### config.mk
export PLATFORM = sky130hd
export DESIGN_NAME = mem_arbiter
export DESIGN_NICKNAME = d
export VERILOG_FILES = /design/src/rtl/mem_arb_pkg.sv /design/src/rtl/mem_arb_pick.sv /design/src/rtl/mem_arbiter.sv
export SDC_FILE = /design/constraint.sdc
export NUM_CORES = 1
export LEC_CHECK = 0
export BUFFER_PORTS_ARGS = -buffer_cell sky130_fd_sc_hd__buf_4
export CELL_PAD_IN_SITES_DETAIL_PLACEMENT = 2
export CELL_PAD_IN_SITES_GLOBAL_PLACEMENT = 2
export CORE_ASPECT_RATIO = 0.75
export CORE_UTILIZATION = 30
export DETAILED_ROUTE_END_ITERATION = 10
export GPL_TIMING_DRIVEN = 0
export PLACE_DENSITY = 0.88
export SETUP_SLACK_MARGIN = 0.02
export SYNTH_ARGS = -nofsm -noshare
export SYNTH_HDL_FRONTEND = slang
export SYNTH_SLANG_ARGS = --single-unit
### constraint.sdc
create_clock -name clock -period 3.3 [get_ports clock]
set_input_delay 0.33 -clock clock [delete_from_list [all_inputs] [get_ports clock]]
set_output_delay 0.33 -clock clock [all_outputs]
set_load 0.02 [all_outputs]
### src/rtl/mem_arb_pkg.sv
// Shared types and sizes for the three-way RAM arbiter (VGA / CPU / DMA).
package mem_arb_pkg;

  localparam int unsigned ADDR_W      = 16;
  localparam int unsigned DATA_W      = 8;
  localparam int unsigned ARB_LATENCY = 3;

  typedef enum logic [1:0] {
    OWN_NONE = 2'd0,
    OWN_VGA  = 2'd1,
    OWN_CPU  = 2'd2,
    OWN_DMA  = 2'd3
  } owner_e;

  typedef struct packed {
    logic [ADDR_W-1:0] a;
    logic [DATA_W-1:0] d;
    logic              we;
  } mem_req_t;

endpackage

### src/rtl/mem_arb_pick.sv
// Combinational priority select: VGA first, then CPU before DMA unless DMA is starving.
module mem_arb_pick
  import mem_arb_pkg::*;
(
  input  logic   vga_cand,
  input  logic   cpu_cand,
  input  logic   dma_cand,
  input  logic   starve,
  output owner_e grant_c
);

  always_comb begin
    grant_c = OWN_NONE;
    if (vga_cand) begin
      grant_c = OWN_VGA;
    end else if (starve && dma_cand) begin
      grant_c = OWN_DMA;
    end else if (cpu_cand) begin
      grant_c = OWN_CPU;
    end else if (dma_cand) begin
      grant_c = OWN_DMA;
    end
  end

endmodule

### src/rtl/mem_arbiter.sv
// Shares one synchronous 64Kx8 RAM between VGA fetch, CPU and DMA with a
// 3-stage owner-tagged pipeline; response pulses arrive 3 cycles after grant.
module mem_arbiter
  import mem_arb_pkg::*;
#(
  parameter int unsigned DMA_STARVE = 8
)
(
  input  logic              clock,
  input  logic              reset_n,
  input  logic [ADDR_W-1:0] cpu_a,
  input  logic [DATA_W-1:0] cpu_d,
  input  logic              cpu_we,
  output logic [DATA_W-1:0] cpu_q,
  output logic              cpu_ce,
  input  logic              vga_req,
  input  logic [ADDR_W-1:0] vga_a,
  output logic [DATA_W-1:0] vga_q,
  output logic              vga_valid,
  input  logic              dma_req,
  input  logic [ADDR_W-1:0] dma_a,
  input  logic [DATA_W-1:0] dma_d,
  input  logic              dma_we,
  output logic [DATA_W-1:0] dma_q,
  output logic              dma_ack,
  output logic [ADDR_W-1:0] ram_a,
  output logic [DATA_W-1:0] ram_d,
  output logic              ram_we,
  input  logic [DATA_W-1:0] ram_q
);

  localparam int unsigned CNT_W      = $clog2(DMA_STARVE + 1);
  localparam int unsigned RESP_STAGE = ARB_LATENCY - 2;

  owner_e           tag [ARB_LATENCY];
  owner_e           grant_c;
  logic             cpu_cand_c;
  logic             dma_busy_c;
  logic             dma_cand_c;
  logic             starve_c;
  logic [CNT_W-1:0] starve_cnt;
  logic             we_s2;
  mem_req_t         req_c;

  // A requester with a tag anywhere in the pipeline already has its one access in flight.
  always_comb begin
    cpu_cand_c = 1'b1;
    dma_busy_c = 1'b0;
    for (int i = 0; i < ARB_LATENCY; i++) begin
      if (tag[i] == OWN_CPU) cpu_cand_c = 1'b0;
      if (tag[i] == OWN_DMA) dma_busy_c = 1'b1;
    end
    dma_cand_c = dma_req && !dma_busy_c;
    starve_c   = (starve_cnt >= CNT_W'(DMA_STARVE));
  end

  mem_arb_pick u_pick (
    .vga_cand (vga_req),
    .cpu_cand (cpu_cand_c),
    .dma_cand (dma_cand_c),
    .starve   (starve_c),
    .grant_c  (grant_c)
  );

  always_comb begin
    req_c = '0;
    case (grant_c)
      OWN_VGA: req_c.a = vga_a;
      OWN_CPU: begin
        req_c.a  = cpu_a;
        req_c.d  = cpu_d;
        req_c.we = cpu_we;
      end
      OWN_DMA: begin
        req_c.a  = dma_a;
        req_c.d  = dma_d;
        req_c.we = dma_we;
      end
      default: ;
    endcase
  end

  // Counts slots DMA was eligible but lost; saturates at the starve threshold.
  always_ff @(posedge clock or negedge reset_n) begin
    if (!reset_n) begin
      starve_cnt <= '0;
    end else if (!dma_req || grant_c == OWN_DMA) begin
      starve_cnt <= '0;
    end else if (dma_cand_c && !starve_c) begin
      starve_cnt <= starve_cnt + CNT_W'(1);
    end
  end

  always_ff @(posedge clock or negedge reset_n) begin
    if (!reset_n) begin
      for (int i = 0; i < ARB_LATENCY; i++) tag[i] <= OWN_NONE;
      ram_a     <= '0;
      ram_d     <= '0;
      ram_we    <= 1'b0;
      we_s2     <= 1'b0;
      cpu_q     <= '0;
      vga_q     <= '0;
      dma_q     <= '0;
      cpu_ce    <= 1'b0;
      vga_valid <= 1'b0;
      dma_ack   <= 1'b0;
    end else begin
      tag[0] <= grant_c;
      for (int i = 1; i < ARB_LATENCY; i++) tag[i] <= tag[i-1];

      ram_we <= (grant_c != OWN_NONE) && req_c.we;
      if (grant_c != OWN_NONE) begin
        ram_a <= req_c.a;
        ram_d <= req_c.d;
      end
      we_s2 <= ram_we;

      // RAM data is valid in the stage after the address; route it to the owner.
      vga_valid <= (tag[RESP_STAGE] == OWN_VGA);
      cpu_ce    <= (tag[RESP_STAGE] == OWN_CPU);
      dma_ack   <= (tag[RESP_STAGE] == OWN_DMA);
      if (tag[RESP_STAGE] == OWN_VGA) vga_q <= ram_q;
      if (tag[RESP_STAGE] == OWN_CPU && !we_s2) cpu_q <= ram_q;
      if (tag[RESP_STAGE] == OWN_DMA && !we_s2) dma_q <= ram_q;
    end
  end

endmodule

==> results.sh, run 1 <==
export IMPL_status="finished, final reports clean"
export IMPL_multiInputGateArea_mm2=0.00109
export IMPL_synth_cells=230
export IMPL_worst_ep_arrival_time_ns=2.50
export IMPL_register_area_mm2=0.00158
export IMPL_rsz0062_at_grt="false"
export IMPL_min_path_type="in2async"
export IMPL_fillers=945
export IMPL_die_area_mm2=0.00967
export IMPL_wl_um=9690
export IMPL_numCtsBuffers=9
export IMPL_vias=2519
export IMPL_tightest_slew_ns=0.811
export IMPL_p_per_area_mw_per_mm2=703
export IMPL_nets=450
export IMPL_grt_pass1_vias=2931
export IMPL_io_buffers=129
export IMPL_finalMaxSlewViolations=0
export IMPL_drive_gt1_share_pct=49.3
export IMPL_postCtsHoldBufs=0
export IMPL_hold_viol=0
export IMPL_drtPass1Iterations=4
export IMPL_post_cts_buffers=0
export IMPL_drt_iter0_markers=50
export IMPL_gp_congestion=0.734
export IMPL_die_h_um=85.4
export IMPL_core_area_mm2=0.00901
export IMPL_setup_viol=0
export IMPL_track_usage_pct=21.3
export IMPL_max_clock_path_buffers=2
export IMPL_start_kind="flop"
export IMPL_cts_resized=0
export IMPL_ys_types=38
export IMPL_post_dp_hpwl_um=6980
export IMPL_row_count=30
export IMPL_dominantRegCellSynth="dfrtp_1"
export IMPL_drc=0
export IMPL_final_setup_tns_ns=0
export IMPL_cts_root_buf="clkbuf_16"
export IMPL_yosysSeqAreaShare_pct=56.6
export IMPL_ir_worst_vdd_mv=0.259
export IMPL_syn_mean_instance_area_um2=12.1
export IMPL_grt_max_degree=64
export IMPL_initial_core_util_pct=30.9
export IMPL_area_growth_pct=51.5
export IMPL_synth_seq_cells=63
export IMPL_place_area_mm2=0.00389
export IMPL_cts_sinks=63
export IMPL_die_w_um=113
export IMPL_antenna_cells=0
export IMPL_path_clk_slew_ns=0.05
export IMPL_finalCriticalPeriod_ns=2.26
export IMPL_syn_nets=310
export IMPL_end_kind="flop"
export IMPL_cts_tree="built"
export IMPL_postRouteAntennaNets=0
export IMPL_worstSetupPathType="reg2reg"
export IMPL_gr_total_overflow=0
export IMPL_insertion_delay_ns=0.33
export IMPL_yosysWarnings=0
export IMPL_synth_edf_count=0
export IMPL_design_area_mm2=0.00422
export IMPL_wire_per_inst_um=19.9
export IMPL_layout_common_cells="130 x buf_4, 63 x dfrtp_1, 24 x mux2_2"
export IMPL_worstPathRequired_ns=3.54
export IMPL_io_pins=130
export IMPL_cts_htree_levels=3
export IMPL_antenna_found_initial=0
export IMPL_netlist_area_mm2=0.00278
export IMPL_synthArstFlopShare_pct=100
export IMPL_worstPathMaxFanout=10
export IMPL_fmax_mhz=443
export IMPL_avgViaCountPerCell=5.17
export IMPL_grt_pass1_wl_um=15600
export IMPL_slew_headroom_pct=45.4
export IMPL_fin_skew_ns=0.00735
export IMPL_final_common_cell="buf_4"
export IMPL_min_period_over_period_pct=68.4
export IMPL_cap_violations=0
export IMPL_leakage_uw=0.00196
==> metrics by stage <==
| stage | instances | util (%) | hold slack (ns) | worst slack [ns] | power, uW |
|---|---|---|---|---|---|
| after floorplan | 230 | - | 0.0344 | 1.54 | 1500 |
| after global placement | 471 | 43.2 | 0.367 | 1.19 | 1910 |
| after detailed placement | 471 | 43.2 | 0.376 | 1.15 | 1960 |
| after CTS | 487 | 46.8 | 0.129 | 0.991 | 3000 |
| after global routing | 487 | 46.8 | 0.152 | 0.910 | 3090 |
| final | 487 | 46.8 | 0.0943 | 1.04 | 2960 |
==> state kept, by name (all words and copies together), names as in the netlist, 4 cells and up <==
signal / flops
tag: 6
ram_d: 8
cpu_q: 8
starve_cnt: 4
ram_a: 16
dma_q: 8
vga_q: 8
==> worst paths after layout <==
path	cells past startpoint	startpoint	to	slack, ns
worst max-delay path	6	tag[3]	ram_a[8]	1.04
worst min-delay path	1	reset_n	starve_cnt[0]	0.09
worst max register to register	6	tag[3]	ram_a[8]	1.04
worst min register to register	0	ram_we	we_s2	0.40
max in group asynchronous	1	reset_n	dma_q[2]	2.69
min in group clock	2	dma_d[4]	ram_d[4]	0.24
==> synth_stat cells (2+ instances only) <==
cell type | number | area, um2
dfrtp_1 | 63 | 1580
mux2_2 | 24 | 270
nand3_1 | 18 | 90.1
nor3_1 | 18 | 90.1
a31oi_1 | 16 | 100
a32oi_1 | 16 | 140
clkbuf_1 | 9 | 33.8
buf_2 | 8 | 40.0
and3_1 | 7 | 43.8
a221o_1 | 6 | 60.1
inv_1 | 6 | 22.5
nor2b_1 | 4 | 25.0
nor3b_1 | 4 | 30.0
ha_1 | 2 | 25.0
mux2i_1 | 2 | 20.0
nand2b_1 | 2 | 12.5
nor2_1 | 2 | 7.51
nor4_1 | 2 | 12.5
xnor2_1 | 2 | 17.5
==> routing by layer <==
layer	up-vias	wire length [um]	GRT usage, %
met5	-	0	0
met4	0	78	5.74
met3	10	528	5.71
met2	76	5020	38.3
met1	1277	4060	25.1
li1	1156	-	-
==> critical path, cell delays in order (launching register included) <==
cell and delay [ns]:
dfrtp_1 0.42, nor2b_4 0.17, nor4_1 0.71, buf_2 0.35, buf_4 0.22, nand3_1 0.10, a31oi_1 0.20
==> logic make-up (layout without fill, tap and decap cells) <==
family,count (synthesis),in the layout,synth area share [%]
xor+xnor,2,2,0.629
flops,63,63,56.6
buf+inv,25,170,4.13
compound gates,47,47,13.4
fa+ha+maj,2,2,0.899
mux,26,26,10.4
simple gates,65,65,13.8
==> final cells by class <==
cell class | instances | area share, %
Inverter | 6 | 0.534
Clock inverter | 5 | 1.93
Timing Repair Buffer | 129 | 23.0
Clock buffer | 11 | 5.76
Multi-Input combinational cell | 142 | 25.9
Tap cell | 112 | 3.32
Sequential cell | 63 | 37.4
Buffer | 19 | 2.20
==> power breakdown <==
part	switching, uW	total [uW]	internal [uW]	leakage (uW)
Clock	343	1020	682	0.000156
Combinational	480	895	415	0.00103
Sequential	102	1040	941	0.000769
Note: power is estimated with default switching activity, not from simulation.
==> run 2, diff against run 1 <==
--- a/config.mk
+++ b/config.mk
@@ -9,10 +9,10 @@
 export CELL_PAD_IN_SITES_DETAIL_PLACEMENT = 2
 export CELL_PAD_IN_SITES_GLOBAL_PLACEMENT = 2
 export CORE_ASPECT_RATIO = 0.75
-export CORE_UTILIZATION = 30
+export CORE_UTILIZATION = 28
 export DETAILED_ROUTE_END_ITERATION = 10
 export GPL_TIMING_DRIVEN = 0
-export PLACE_DENSITY = 0.88
+export PLACE_DENSITY = 0.83
 export SETUP_SLACK_MARGIN = 0.02
 export SYNTH_ARGS = -nofsm -noshare
 export SYNTH_HDL_FRONTEND = slang
==> constraint.sdc (replaced) <==
create_clock -name clock -period 2.1 [get_ports clock]
set_input_delay 0.21 -clock clock [delete_from_list [all_inputs] [get_ports clock]]
set_output_delay 0.21 -clock clock [all_outputs]
set_load 0.02 [all_outputs]
==> run 2 against run 1 <==
Effect of this change:
- the flow now finishes with violations (hold timing)
- critical path depth decreased by 1
- total power grew 53%
- sequential cell count stayed put
- first-iteration DRC count up 36%
- sequential power is 58% higher
- via count increased by 0.20%
- clock power increased by 45%
- critical endpoint is now ram_d[7]
- largest cell class unchanged
- highest routed layer unchanged
==> results.sh, run 2 (same netlist as run 1, synthesis figures left out) <==
export IMPL_initial_core_util_pct=28.8
export IMPL_antenna_found_initial=0
export IMPL_postCtsHoldBufs=0
export IMPL_nets=451
export IMPL_slowest_stage="dfrtp_1"
export IMPL_path_clk_slew_ns=0.06
export IMPL_grt_pass1_wl_um=14900
export IMPL_cts_tree="built"
export IMPL_die_area_mm2=0.0103
export IMPL_max_clock_path_buffers=2
export IMPL_grt_max_degree=64
export IMPL_avgViaCountPerCell=4.97
export IMPL_area_growth_pct=53.1
export IMPL_worstPathMaxFanout=10
export IMPL_final_common_cell="buf_4"
export IMPL_start_kind="flop"
export IMPL_top_register="ram_a"
export IMPL_finalMaxSlewViolations=0
export IMPL_min_period_over_period_pct=95.7
export IMPL_hold_viol=23
export IMPL_violations="hold timing"
export IMPL_drc=0
export IMPL_worstPathRequired_ns=2.31
export IMPL_post_dp_hpwl_um=7040
export IMPL_postRouteAntennaNets=0
export IMPL_wire_per_inst_um=19.3
export IMPL_cts_sinks=63
export IMPL_critical_path_top_delay_family="simple AND/OR/NAND/NOR gates"
export IMPL_design_area_mm2=0.00426
export IMPL_gp_congestion=0.754
export IMPL_cap_violations=0
export IMPL_core_area_mm2=0.00966
export IMPL_wl_um=9800
export IMPL_layout_common_cells="132 x buf_4, 63 x dfrtp_1, 24 x mux2_2"
export IMPL_place_area_mm2=0.00392
export IMPL_tightest_slew_ns=0.815
export IMPL_worst_ep_arrival_time_ns=2.22
export IMPL_cp_num_buf_inv=1
export IMPL_antenna_cells=0
export IMPL_fin_skew_ns=0.00639
export IMPL_final_setup_tns_ns=0
export IMPL_vias=2524
export IMPL_drive_gt1_share_pct=51.1
export IMPL_hold_worst_slack_ns=-0.0334
export IMPL_p_per_area_mw_per_mm2=1070
export IMPL_fmax_mhz=498
export IMPL_rsz0062_at_grt="true"
export IMPL_track_usage_pct=19.7
export IMPL_setup_viol=0
export IMPL_power_total_uw=4550
export IMPL_largest_reg_flops=16
export IMPL_insertion_delay_ns=0.33
export IMPL_numCtsBuffers=9
export IMPL_drt_iter0_markers=68
export IMPL_drtPass1Iterations=4
export IMPL_slew_headroom_pct=45.7
export IMPL_cts_htree_levels=3
export IMPL_status="finished, violations left"
export IMPL_min_path_type="in2async"
export IMPL_gr_total_overflow=0
export IMPL_cts_root_buf="clkbuf_16"
export IMPL_die_h_um=88.4
export IMPL_ir_worst_vdd_mv=0.397
export IMPL_cp_cell_sequence="a22o_1, or3_4, buf_2, and3_1, a221o_1"
export IMPL_row_count=31
export IMPL_max_stage_delay_ns=0.44
export IMPL_fillers=992
export IMPL_die_w_um=117
export IMPL_io_pins=130
export IMPL_finalCriticalPeriod_ns=2.01
export IMPL_end_kind="flop"
export IMPL_io_buffers=129
export IMPL_worstSetupPathType="reg2reg"
export IMPL_leakage_uw=0.00197
export IMPL_grt_pass1_vias=2789
==> run 2: metrics by stage <==
stage	setup slack, ns	util, %	hold slack [ns]	std cells
floorplan	0.341	-	-0.0856	230
global placement	0.0311	40.6	0.354	491
detailed placement	-0.0517	40.6	0.366	491
CTS	0.0364	43.7	0.0141	506
global route	0.00548	44.1	0.0318	508
finish	0.0901	44.1	-0.0334	508
==> run 2: worst paths after layout <==
kind                          start  depth (start not counted)            end  slack (ns)
max                          tag[2]                          5       ram_d[7]        0.09
min                         reset_n                          1  starve_cnt[0]       -0.03
max reg2reg                  tag[2]                          5       ram_d[7]        0.09
min reg2reg                  ram_we                          0          we_s2        0.37
max in group asynchronous   reset_n                          1       ram_a[7]        1.59
min in group clock         dma_d[3]                          2       ram_d[3]        0.10
==> run 2: metal layers <==
layer / part of all wire (%) / wire length (um) / vias up / global-route usage (%)
met2: 53 / 5190 / 80 / 35.0
met3: 6.2 / 609 / 10 / 5.89
li1: - / - / 1161 / -
met4: 0.91 / 89 / 0 / 5.41
met1: 40 / 3910 / 1273 / 23.1
met5: 0 / 0 / - / 0
==> run 2: layout make-up <==
class	count	area, um2	share of cell area (%)
inverters	6	22.5	0.528
well taps	132	165	3.87
plain buffers	18	92.6	2.17
flip-flops and latches	63	1580	37.0
repair buffers	131	983	23.1
multi-input cells	142	1120	26.4
clock inverters	7	73.8	1.73
clock buffers	9	225	5.28
==> run 2: power breakdown <==
part           internal, uW  switching (uW)  total, uW
clock                   919             559       1480
sequential             1480             166       1640
combinational           665             759       1420
total                  3060            1480       4550
==> run 2: timing repair <==
action / 4_1_cts / 5_1_grt
resized for setup: 2 / 6
pin swaps: 0 / 1
setup endpoints to repair: 11 / 8
buffers inserted: 0 / 2
==> run 2: worst register-to-register path, stage by stage, from the launching register on <==
cell and delay, ns:
dfrtp_1 0.44, a22o_1 0.34, or3_4 0.44, buf_2 0.22, and3_1 0.19, a221o_1 0.26
==> run 3, diff against run 2 <==
--- a/config.mk
+++ b/config.mk
@@ -13,6 +13,7 @@
 export DETAILED_ROUTE_END_ITERATION = 10
 export GPL_TIMING_DRIVEN = 0
 export PLACE_DENSITY = 0.83
+export REMOVE_ABC_BUFFERS = 1
 export SETUP_SLACK_MARGIN = 0.02
 export SYNTH_ARGS = -nofsm -noshare
 export SYNTH_HDL_FRONTEND = slang
==> run 3 against run 2 <==
Effect of this change:
- the run still ends with hold timing left
- sequential power hardly changed
- die area unchanged
- sequential cell count unchanged
- final cell count shrank 2.4%
- fmax increased by 1.0%
- clock power fell by 11%
- critical path depth is 1 lower
- core utilization fell by 0.29 points
- design area decreased by 0.65%
- worst hold slack gained 0.022 ns
- via count is 0.67% lower
- critical endpoint unchanged
==> results.sh, run 3 (same netlist as run 1, synthesis figures left out) <==
export IMPL_cts_htree_levels=3
export IMPL_track_usage_pct=18.7
export IMPL_finalCriticalPeriod_ns=1.99
export IMPL_postRouteAntennaNets=0
export IMPL_grtUsageMet3_pct=4.79
export IMPL_drive_gt1_share_pct=51.9
export IMPL_cts_tree="built"
export IMPL_wl_um=9660
export IMPL_layout_setup_ws_ns=0.110
export IMPL_die_area_mm2=0.0103
export IMPL_worstPathMaxFanout=11
export IMPL_postCtsHoldBufs=0
export IMPL_largest_reg_flops=16
export IMPL_area_growth_pct=52.1
export IMPL_p_per_area_mw_per_mm2=1040
export IMPL_vias=2507
export IMPL_gr_total_overflow=0
export IMPL_wire_per_inst_um=19.5
export IMPL_ir_worst_vdd_mv=0.396
export IMPL_fin_cells=496
export IMPL_post_place_ws_ns=-0.239
export IMPL_slew_headroom_pct=46.4
export IMPL_end_kind="flop"
export IMPL_grt_max_degree=64
export IMPL_fin_skew_ns=0.00711
export IMPL_cap_violations=0
export IMPL_layout_common_cells="134 x buf_4, 63 x dfrtp_1, 24 x mux2_2"
export IMPL_hold_viol=22
export IMPL_min_path_type="in2async"
export IMPL_max_clock_path_buffers=2
export IMPL_leakage_uw=0.00194
export IMPL_avgViaCountPerCell=5.05
export IMPL_row_count=31
export IMPL_final_setup_tns_ns=0
export IMPL_met2_usage_pct=31.4
export IMPL_die_h_um=88.4
export IMPL_final_common_cell="buf_4"
export IMPL_hold_worst_slack_ns=-0.0114
export IMPL_min_period_over_period_pct=94.8
export IMPL_nets=440
export IMPL_start_kind="flop"
export IMPL_antenna_found_initial=0
export IMPL_initial_core_util_pct=28.8
export IMPL_worst_ep_arrival_time_ns=2.19
export IMPL_antenna_cells=0
export IMPL_core_area_mm2=0.00966
export IMPL_worstPathRequired_ns=2.30
export IMPL_top_register="ram_a"
export IMPL_met1_usage_pct=24.4
export IMPL_numCtsBuffers=9
export IMPL_grt_pass1_wl_um=14400
export IMPL_io_pins=130
export IMPL_slowest_stage="or4_4"
export IMPL_gp_congestion=0.684
export IMPL_cts_sinks=63
export IMPL_io_buffers=129
export IMPL_die_w_um=117
export IMPL_finalMaxSlewViolations=0
export IMPL_violations="hold timing"
export IMPL_cts_root_buf="clkbuf_16"
export IMPL_post_dp_hpwl_um=6460
export IMPL_path_clk_slew_ns=0.05
export IMPL_worstSetupPathType="reg2reg"
export IMPL_max_stage_delay_ns=0.67
export IMPL_setup_viol=0
export IMPL_status="finished, violations left"
export IMPL_drtPass1Iterations=4
export IMPL_fmax_mhz=503
export IMPL_insertion_delay_ns=0.32
export IMPL_dp_cells=474
export IMPL_grt_pass1_vias=2691
export IMPL_drt_iter0_markers=92
export IMPL_grt_busiest_layer="met2"
export IMPL_drc=0
export IMPL_tightest_slew_ns=0.803
export IMPL_cp_cell_sequence="nor2b_4, or4_4, and2_4, a221o_1"
export IMPL_final_util_pct=43.9
export IMPL_rsz0062_at_grt="false"
[run 3: cell count changes in the layout (fill, tap and decap cells not counted), sizes merged]
cell	before	now
clkinv	5	3
clkbuf	18	11
or4	1	2
bufinv	1	0
o32ai	1	2
buf	140	136
[run 3: layout make-up]
cell class                      instances  area, um2
Fill cell                             982       5420
Sequential cell                        63       1580
Multi-Input combinational cell        144       1170
Timing Repair Buffer                  136       1040
Clock buffer                           11        243
Tap cell                              132        165
Clock inverter                          4       22.5
Inverter                                6       22.5
[run 3: what timing repair did]
item / 4_1_cts / 5_1_grt
setup endpoints to repair: 28 / 36
buffers inserted: 0 / 5
gates resized for setup: 2 / 5
pin swaps: 2 / 3
gates cloned: 1 / 1
[run 3: worst paths after layout]
| kind | startpoint | endpoint | slack (ns) | depth (start not counted) |
|---|---|---|---|---|
| max reg2reg | tag[3] | ram_d[7] | 0.11 | 4 |
| min | reset_n | ram_d[7] | -0.01 | 1 |
| min reg2reg | ram_we | we_s2 | 0.38 | 0 |
| min in group clock | dma_d[6] | ram_d[6] | 0.12 | 2 |
| max | tag[3] | ram_d[7] | 0.11 | 4 |
| max in group asynchronous | reset_n | ram_a[6] | 1.59 | 1 |
[run 3: layer usage]
metal  part of all wire, %  routed length, um  vias to the layer above
met5                     0                  0                        -
met4                  0.61                 59                        0
met3                   4.8                466                        6
met2                    50               4860                       75
met1                    44               4270                     1283
li1                      -                  -                     1143
[run 3: stage by stage]
step / total power, uW / area, um2 / hold WS [ns]
floorplan: 2330 / 2690 / -0.0856
global placement: 2980 / 3820 / 0.352
detailed placement: 3060 / 3870 / 0.364
CTS: 4420 / 4160 / 0.0167
global route: 4630 / 4240 / 0.0473
finish: 4410 / 4240 / -0.0114
[run 3: report_power, final]
group	leakage, uW	switching, uW	internal (uW)
logic	0.00104	779	685
registers	0.000769	154	1480
clock network	0.000131	498	816
[run 3: critical path, delay by kind of cell, from the launching register on]
kind	cells	cell delay, ns
flip-flops	1	0.42
AO/OA/AOI/OAI	1	0.36
AND/OR/NAND/NOR	3	1.10
